--- config.mk ---
export PLATFORM = sky130hd
export DESIGN_NAME = apb_dual_master_arbiter_flat
export DESIGN_NICKNAME = d
export VERILOG_FILES = /design/src/rtl/apb_dual_master_arbiter_if.sv /design/src/rtl/apb_dual_master_arbiter.sv /design/src/flat_wrapper.sv
export SDC_FILE = /design/constraint.sdc
export NUM_CORES = 1
export LEC_CHECK = 0
export CORE_MARGIN = 3
export CORE_UTILIZATION = 55
export CTS_BUF_LIST = sky130_fd_sc_hd__clkbuf_8 sky130_fd_sc_hd__clkbuf_16
export CTS_CLUSTER_DIAMETER = 100
export CTS_CLUSTER_SIZE = 40
export DETAILED_ROUTE_END_ITERATION = 8
export DONT_BUFFER_PORTS = 1
export HOLD_SLACK_MARGIN = 0.03
export PLACE_DENSITY = 0.7
export SLEW_MARGIN = 20
export SYNTH_ARGS = -nofsm -noshare
export SYNTH_HDL_FRONTEND = slang
export SYNTH_SLANG_ARGS = --single-unit
--- constraint.sdc ---
create_clock -name Pclk -period 3.4 [get_ports Pclk]
set_clock_uncertainty 0.1 [all_clocks]
set_input_delay 0.68 -clock Pclk [delete_from_list [all_inputs] [get_ports Pclk]]
set_output_delay 0.68 -clock Pclk [all_outputs]
set_load 0.01 [all_outputs]
--- src/rtl/apb_dual_master_arbiter_if.sv ---
// APB bus between the dual-requester arbiter (master) and the shared APB memory (slave).
interface apb_dual_master_arbiter_if #(
    parameter int ADDR_W = 5,
    parameter int DATA_W = 32
);
    logic [ADDR_W-1:0] Paddr;
    logic              Pselx;
    logic              Penable;
    logic              Pwrite;
    logic [DATA_W-1:0] Pwdata;
    logic [DATA_W-1:0] Prdata;
    logic              Pready;
    logic              Pslverr;

    modport master (
        output Paddr, Pselx, Penable, Pwrite, Pwdata,
        input  Prdata, Pready, Pslverr
    );

    modport slave (
        input  Paddr, Pselx, Penable, Pwrite, Pwdata,
        output Prdata, Pready, Pslverr
    );
endinterface

--- src/rtl/apb_dual_master_arbiter.sv ---
// Round-robin arbiter sharing one APB slave between two requesters.
// Optional ACCESS-phase wait-state timeout enabled by defining APB_ARB_TIMEOUT_EN.
module apb_dual_master_arbiter #(
    parameter int ADDR_W  = 5,
    parameter int DATA_W  = 32,
    parameter int TIMEOUT = 16
) (
    input  logic                  Pclk,
    input  logic                  Prst,
    input  logic [1:0]            req,
    input  logic [1:0]            wr,
    input  logic [2*ADDR_W-1:0]   addr,
    input  logic [2*DATA_W-1:0]   wdata,
    output logic [1:0]            done,
    output logic [DATA_W-1:0]     rdata,
    output logic                  err,
    output logic                  grant_id,
    output logic                  busy,
    apb_dual_master_arbiter_if.master apb
);

    if (TIMEOUT < 1) begin : g_bad_timeout
        $error("TIMEOUT must be at least 1");
    end

    typedef enum logic [1:0] {IDLE, SETUP, ACCESS} state_t;

    state_t              state, state_nxt;
    logic                last_grant, last_grant_nxt;
    logic                grant_nxt, busy_nxt, err_nxt;
    logic [1:0]          done_nxt, elig;
    logic [DATA_W-1:0]   rdata_nxt;
    logic                sel, sel_nxt, en, en_nxt, pwrite, pwrite_nxt;
    logic [ADDR_W-1:0]   paddr, paddr_nxt;
    logic [DATA_W-1:0]   pwdata, pwdata_nxt;
    logic                win;
    logic                timeout;

    // A requester whose done pulse is showing cannot win in the same cycle.
    assign elig = req & ~done;

`ifdef APB_ARB_TIMEOUT_EN
    localparam int CNT_W = $clog2(TIMEOUT + 1);
    logic [CNT_W-1:0] cnt;

    always_ff @(posedge Pclk or posedge Prst) begin
        if (Prst) begin
            cnt <= '0;
        end else if (state == SETUP) begin
            cnt <= '0;
        end else if (state == ACCESS && !apb.Pready) begin
            cnt <= cnt + 1'b1;
        end
    end

    assign timeout = (state == ACCESS) && !apb.Pready && (cnt == CNT_W'(TIMEOUT - 1));
`else
    assign timeout = 1'b0;
`endif

    always_comb begin
        state_nxt      = state;
        last_grant_nxt = last_grant;
        grant_nxt      = grant_id;
        busy_nxt       = busy;
        done_nxt       = 2'b00;
        rdata_nxt      = '0;
        err_nxt        = 1'b0;
        sel_nxt        = sel;
        en_nxt         = en;
        pwrite_nxt     = pwrite;
        paddr_nxt      = paddr;
        pwdata_nxt     = pwdata;
        win            = (elig == 2'b11) ? ~last_grant : elig[1];

        unique case (state)
            IDLE: begin
                if (|elig) begin
                    state_nxt      = SETUP;
                    last_grant_nxt = win;
                    grant_nxt      = win;
                    busy_nxt       = 1'b1;
                    sel_nxt        = 1'b1;
                    en_nxt         = 1'b0;
                    pwrite_nxt     = wr[win];
                    paddr_nxt      = win ? addr[2*ADDR_W-1:ADDR_W] : addr[ADDR_W-1:0];
                    if (wr[win]) begin
                        pwdata_nxt = win ? wdata[2*DATA_W-1:DATA_W] : wdata[DATA_W-1:0];
                    end else begin
                        pwdata_nxt = '0;
                    end
                end
            end
            SETUP: begin
                state_nxt = ACCESS;
                en_nxt    = 1'b1;
            end
            ACCESS: begin
                if (apb.Pready) begin
                    state_nxt = IDLE;
                    busy_nxt  = 1'b0;
                    sel_nxt   = 1'b0;
                    en_nxt    = 1'b0;
                    done_nxt  = grant_id ? 2'b10 : 2'b01;
                    rdata_nxt = pwrite ? '0 : apb.Prdata;
                    err_nxt   = apb.Pslverr;
                end else if (timeout) begin
                    state_nxt = IDLE;
                    busy_nxt  = 1'b0;
                    sel_nxt   = 1'b0;
                    en_nxt    = 1'b0;
                    done_nxt  = grant_id ? 2'b10 : 2'b01;
                    err_nxt   = 1'b1;
                end
            end
            default: begin
                state_nxt = IDLE;
            end
        endcase
    end

    always_ff @(posedge Pclk or posedge Prst) begin
        if (Prst) begin
            state      <= IDLE;
            last_grant <= 1'b1;
            grant_id   <= 1'b0;
            busy       <= 1'b0;
            done       <= 2'b00;
            rdata      <= '0;
            err        <= 1'b0;
            sel        <= 1'b0;
            en         <= 1'b0;
            pwrite     <= 1'b0;
            paddr      <= '0;
            pwdata     <= '0;
        end else begin
            state      <= state_nxt;
            last_grant <= last_grant_nxt;
            grant_id   <= grant_nxt;
            busy       <= busy_nxt;
            done       <= done_nxt;
            rdata      <= rdata_nxt;
            err        <= err_nxt;
            sel        <= sel_nxt;
            en         <= en_nxt;
            pwrite     <= pwrite_nxt;
            paddr      <= paddr_nxt;
            pwdata     <= pwdata_nxt;
        end
    end

    assign apb.Pselx   = sel;
    assign apb.Penable = en;
    assign apb.Pwrite  = pwrite;
    assign apb.Paddr   = paddr;
    assign apb.Pwdata  = pwdata;

endmodule

--- src/flat_wrapper.sv ---
// flat-port wrapper written by rule: the top's interface ports become plain ports
module apb_dual_master_arbiter_flat 
#(
    parameter int ADDR_W  = 5,
    parameter int DATA_W  = 32,
    parameter int TIMEOUT = 16
)
  (Pclk, Prst, req, wr, addr, wdata, done, rdata, err, grant_id, busy, apb_Paddr, apb_Pselx, apb_Penable, apb_Pwrite, apb_Pwdata, apb_Prdata, apb_Pready, apb_Pslverr);
  apb_dual_master_arbiter_if #(.ADDR_W(ADDR_W), .DATA_W(DATA_W)) apb_i ();
  input  logic Pclk;
  input  logic Prst;
  input  logic [1:0] req;
  input  logic [1:0] wr;
  input  logic [2*ADDR_W-1:0] addr;
  input  logic [2*DATA_W-1:0] wdata;
  output logic [1:0] done;
  output logic [DATA_W-1:0] rdata;
  output logic err;
  output logic grant_id;
  output logic busy;
  output wire logic [$bits(apb_i.Paddr)-1:0] apb_Paddr;
  output wire logic [$bits(apb_i.Pselx)-1:0] apb_Pselx;
  output wire logic [$bits(apb_i.Penable)-1:0] apb_Penable;
  output wire logic [$bits(apb_i.Pwrite)-1:0] apb_Pwrite;
  output wire logic [$bits(apb_i.Pwdata)-1:0] apb_Pwdata;
  input wire logic [$bits(apb_i.Prdata)-1:0] apb_Prdata;
  input wire logic [$bits(apb_i.Pready)-1:0] apb_Pready;
  input wire logic [$bits(apb_i.Pslverr)-1:0] apb_Pslverr;
  assign apb_Paddr = apb_i.Paddr;
  assign apb_Pselx = apb_i.Pselx;
  assign apb_Penable = apb_i.Penable;
  assign apb_Pwrite = apb_i.Pwrite;
  assign apb_Pwdata = apb_i.Pwdata;
  assign apb_i.Prdata = apb_Prdata;
  assign apb_i.Pready = apb_Pready;
  assign apb_i.Pslverr = apb_Pslverr;
  apb_dual_master_arbiter #(.ADDR_W(ADDR_W), .DATA_W(DATA_W), .TIMEOUT(TIMEOUT)) u_core (.Pclk(Pclk), .Prst(Prst), .req(req), .wr(wr), .addr(addr), .wdata(wdata), .done(done), .rdata(rdata), .err(err), .grant_id(grant_id), .busy(busy), .apb(apb_i));
endmodule
# Yosys cells after proc, flatten, opt, wreduce, memory -nomap -nowiden
# Index checks and enable logic that the tools add are counted.
# totals
ff_bits	79
inputBits	114
output_inout_bits	77
word_cells	50
# op_classes
order_cmp	1
n_eq_ne	5
mux	22
n_bitwise	3
reduce_logical	8
# ops
operator	count
2-to-1 mux 32 bit	5
2-to-1 mux 2 bit	5
2-to-1 mux 1 bit	8
case mux 2 bit (3 select lines)	1
AND reduction 3 bit	2
2-to-1 mux 5 bit	1
== test 2 bit (second input constant)	2
AND reduction 2 bit	2
case mux 1 bit (3 select lines)	1
nonzero test 3 bit	1
bitwise AND 2 bit	1
== test 2 x 1 -> 1 bit (second input constant)	1
zero test 2 bit	1
less-than comparator 1 x 2 -> 1 bit (second input constant)	1
inequality test 2 x 1 -> 1 bit (second input constant)	1
inequality test 2 bit (second input constant)	1
NOT 2 bit	1
case mux 1 bit (2 select lines)	1
nonzero test 2 bit	1
OR reduction 2 bit	1
NOT 1 bit	1

# Logic depth before layout (Yosys ltp)
# depth
depth_word	7
mapped_depth	6
depth_no_buf	4

# Worst setup path before layout
# Ideal clock, no wire load.
# synth_timing
path_kind	in2reg
start	input req[1]
end	register u_core.pwdata[11], in the netlist u_core.apb.Pwdata[11]
setup_ps	126
arrival_time_ps	1420
t_required_ps	3174
path_slack_ps	1754
stages	6
path_buffers	2
cell_sequence	nor2b_4 > and3_1 > buf_6 > buf_6 > a22oi_1 > a21oi_1
# synth_via
elab_chain_len	6
word_cells_on_any_way	9
cone_classes	eq/ne (1); mux (5); bitwise (1); reduce/logical (2)
# synth_lines
element	line_no	text
from (decl)	flat_wrapper.sv:12	input logic [1:0] req;
bitwise AND 2 bit (*)	apb_dual_master_arbiter.sv:40	assign elig = req & ~done;
== test 2 bit	apb_dual_master_arbiter.sv:74	win = (elig == 2'b11) ? ~last_grant : elig[1];
2-to-1 mux 1 bit	apb_dual_master_arbiter.sv:74	
2-to-1 mux 1 bit (not written as such) (2 in series)	apb_dual_master_arbiter.sv:87	if (wr[win]) begin
2-to-1 mux 32 bit	apb_dual_master_arbiter.sv:87	
to (signal assigned)	apb_dual_master_arbiter.sv:148	pwdata <= pwdata_nxt;
to (decl)	apb_dual_master_arbiter.sv:35	logic [DATA_W-1:0] pwdata, pwdata_nxt;
# Every way passes the cells marked *; elsewhere a longest branch is shown, timed or not. The select of a mux whose other input is x is not followed.
# A chain may end at the register's enable or synchronous reset.

# Final worst setup path
# layout_timing
start	register u_core.last_grant
end	register u_core.pwdata[13], in the netlist u_core.apb.Pwdata[13]
# layout_via
elab_chain_len	5
word_cells_on_any_way	6
cone_classes	mux (5); bitwise (1)
# layout_lines
element	line_no	text
from (decl)	apb_dual_master_arbiter.sv:29	logic last_grant, last_grant_nxt;
from (signal assigned)	apb_dual_master_arbiter.sv:138	last_grant <= last_grant_nxt;
NOT 1 bit (*)	apb_dual_master_arbiter.sv:74	
2-to-1 mux 1 bit (*)	apb_dual_master_arbiter.sv:74	
2-to-1 mux 1 bit (not written as such) (2 in series)	apb_dual_master_arbiter.sv:87	
2-to-1 mux 32 bit (*)	apb_dual_master_arbiter.sv:87	
# Marks and branches as above.

==> reports/qor.csv <==
metric,value,unit
status,"complete, no violations",
yosys_warnings,0,
ant_nets,0,
startpoint_type,flip-flop,
p_clk_frac,0.255,
worst_pin_slew,1.00,ns
nFillCells,444,
grt_pass1_vias,1749,
path_class,reg2reg,
combPwrFrac,0.225,
syn-cell-area,3170,um^2
endpoint_kind,flip-flop,
grt_use_total,0.178,
drt_first_pass_iters,4,
via_per_inst,5.75,
r2r_slack,1.35,ns
p_sw,1.08,mW
antenna_found_initial,0,
postCtsSetupBuffers,0,
internal_power,2.03,mW
root_buffer,clkbuf_8,
rows,27,
wirelength,6340,um
worst_ep_arrival_time,2.21,ns
nets,379,
syn_nets,384,
die_x,82.0,um
finalSetupViolCount,0,
crit_required,3.55,ns
switching_share,0.347,
routedWlPerCell,18.5,um
core,5540,um^2
cp_max_fo,33,
fmaxAchievable,487,MHz
cts.hold.buffers_added,0,
ioPinCount,191,
synth_area_per_cell,11.8,um^2
drive_gt1_frac,0.133,
h-tree-depth,3,
n_antenna_cell,0,
grt.overflow.total,0,
first_iter_violations,120,
cts_resized,0,
fin_cells,342,
insertion_delay,0.33,ns
holdWs,0.196,ns
syn2layout_area_growth,7.93,%
ys_seq_elements,79,
dieArea,6720,um^2
cts_buffer_depth,2,
grt_pass1_wl,8690,um
rsz0062_at_grt,no,
leakage,1.57,nW
die-height,82.0,um
cts.clk_slew.worst_paths,0.07,ns
powerDensity,910,nW/um^2
hold_viol_final,0,
cts_tree,yes,
max-vdd-ir-drop,0.405,mV
yosys.cell_types.count,25,
min_path_type,in2async,
syn_inst,270,
post-route-util,0.618,
num_vias,1968,
io_buffers,0,
start_util,0.573,
gp_congestion,0.721,
hpwlAfterDp,4530,um
grt_max_degree,80,
finalSetupTns,0,ns
ys_seq_area_frac,0.623,
finalMaxSlewViolations,0,
placed_cells,326,
max_slew_margin,0.331,
cap_violations,0,
finalCritPeriodShare,0.604,
cts.sinks,79,
fin_crit,2.05,ns
pwr-share-seq,0.520,
cts_buffers,9,
drc,0,
## state kept, by name, indices dropped and copies added (netlist names)
| signal | count |
|---|---|
| u_core.apb.Pwrite | 1 |
| u_core.apb.Paddr | 5 |
| u_core.apb.Penable | 1 |
| u_core.done | 2 |
| u_core.last_grant | 1 |
| u_core.busy | 1 |
| u_core.grant_id | 1 |
| u_core.state | 2 |
| u_core.apb.Pwdata | 32 |
| u_core.rdata | 32 |
| u_core.err | 1 |
## critical path: stages (launching register included)
cell	delay (ns)
dfstp_2	0.56
nand3b_4	0.10
a21boi_4	0.79
a22oi_1	0.24
a21oi_1	0.19
## cell usage after synthesis
library cell  instances  share of area
dfrtp_1              78           0.62
nor2_1               45          0.053
a21oi_1              38          0.060
and2_1               32          0.063
a22oi_1              23          0.054
a22oi_2               9          0.035
buf_2                 9          0.014
buf_6                 5          0.018
mux2i_1               5          0.016
inv_1                 4         0.0047
buf_4                 3         0.0071
clkbuf_2              3         0.0047
nand3b_4              2          0.013
nor2b_1               2         0.0039
o32ai_1               2         0.0055
a21boi_4              1         0.0059
a21o_1                1         0.0024
and3_1                1         0.0020
dfstp_2               1         0.0083
nand2_1               1         0.0012
nor2b_4               1         0.0043
nor3b_1               1         0.0024
o21a_1                1         0.0024
o21ai_0               1         0.0016
or2_2                 1         0.0020
## power by group through the flow
stage / registers [mW] / clock network, mW / logic [mW]
after global routing: 1.67 / 0.867 / 0.809
after floorplan: 1.56 / 0 / 0.638
final: 1.62 / 0.795 / 0.701
after CTS: 1.63 / 0.820 / 0.714
after detailed placement: 1.65 / 0 / 0.713
after global placement: 1.64 / 0 / 0.685
## metrics by stage
step	area, um^2	power (mW)	setup WS (ns)
floorplan	3170	2.20	0.598
global placement	3180	2.33	1.20
detailed placement	3180	2.36	1.18
CTS	3420	3.17	1.34
global route	3420	3.34	1.19
finish	3420	3.12	1.35
## logic make-up after synthesis
kind of cell | synth area share
flip-flops | 0.623
buffers and inverters | 0.0485
AO/OA/AOI/OAI | 0.168
AND/OR/NAND/NOR | 0.145
multiplexers | 0.0158
## placed cells by master (no fill, tap or decap), types with 2 or more instances in the layout
master and n:
nor2b_1 2, buf_4 2, nand3b_4 2, a22oi_1 23, inv_1 4, a22oi_2 9, dfrtp_1 78, buf_12 2
a21oi_1 38, clkbuf_8 13, bufinv_16 2, and2_1 32, nor2_1 45, mux2i_1 5, o32ai_1 2
## worst paths after layout
path	startpoint	end	depth (start not counted)
setup / recovery	u_core.last_grant	u_core.apb.Pwdata[13]	4
hold / removal	Prst	u_core.rdata[11]	2
setup reg to reg	u_core.last_grant	u_core.apb.Pwdata[13]	4
hold reg to reg	u_core.last_grant	u_core.last_grant	2
max in group asynchronous	Prst	u_core.last_grant	2
min in group Pclk	apb_Pslverr	u_core.err	2
## metal layers
layer / share of wire / routed length [um] / track usage
met1: 0.34 / 2160 / 0.194
met2: 0.49 / 3080 / 0.264
met3: 0.16 / 999 / 0.114
met4: 0.016 / 102 / 0.0947
met5: 0 / 0 / 0
## layout make-up
class	instances	area [um^2]	share of cell area
clock inverters	3	63.8	0.0186
repair buffers	4	55.1	0.0161
well taps	72	90.1	0.0263
clock buffers	13	179	0.0522
inverters	4	16.3	0.00475
multi-input cells	167	1040	0.304
flip-flops and latches	79	1980	0.578
(Power assumes the default switching activity.)
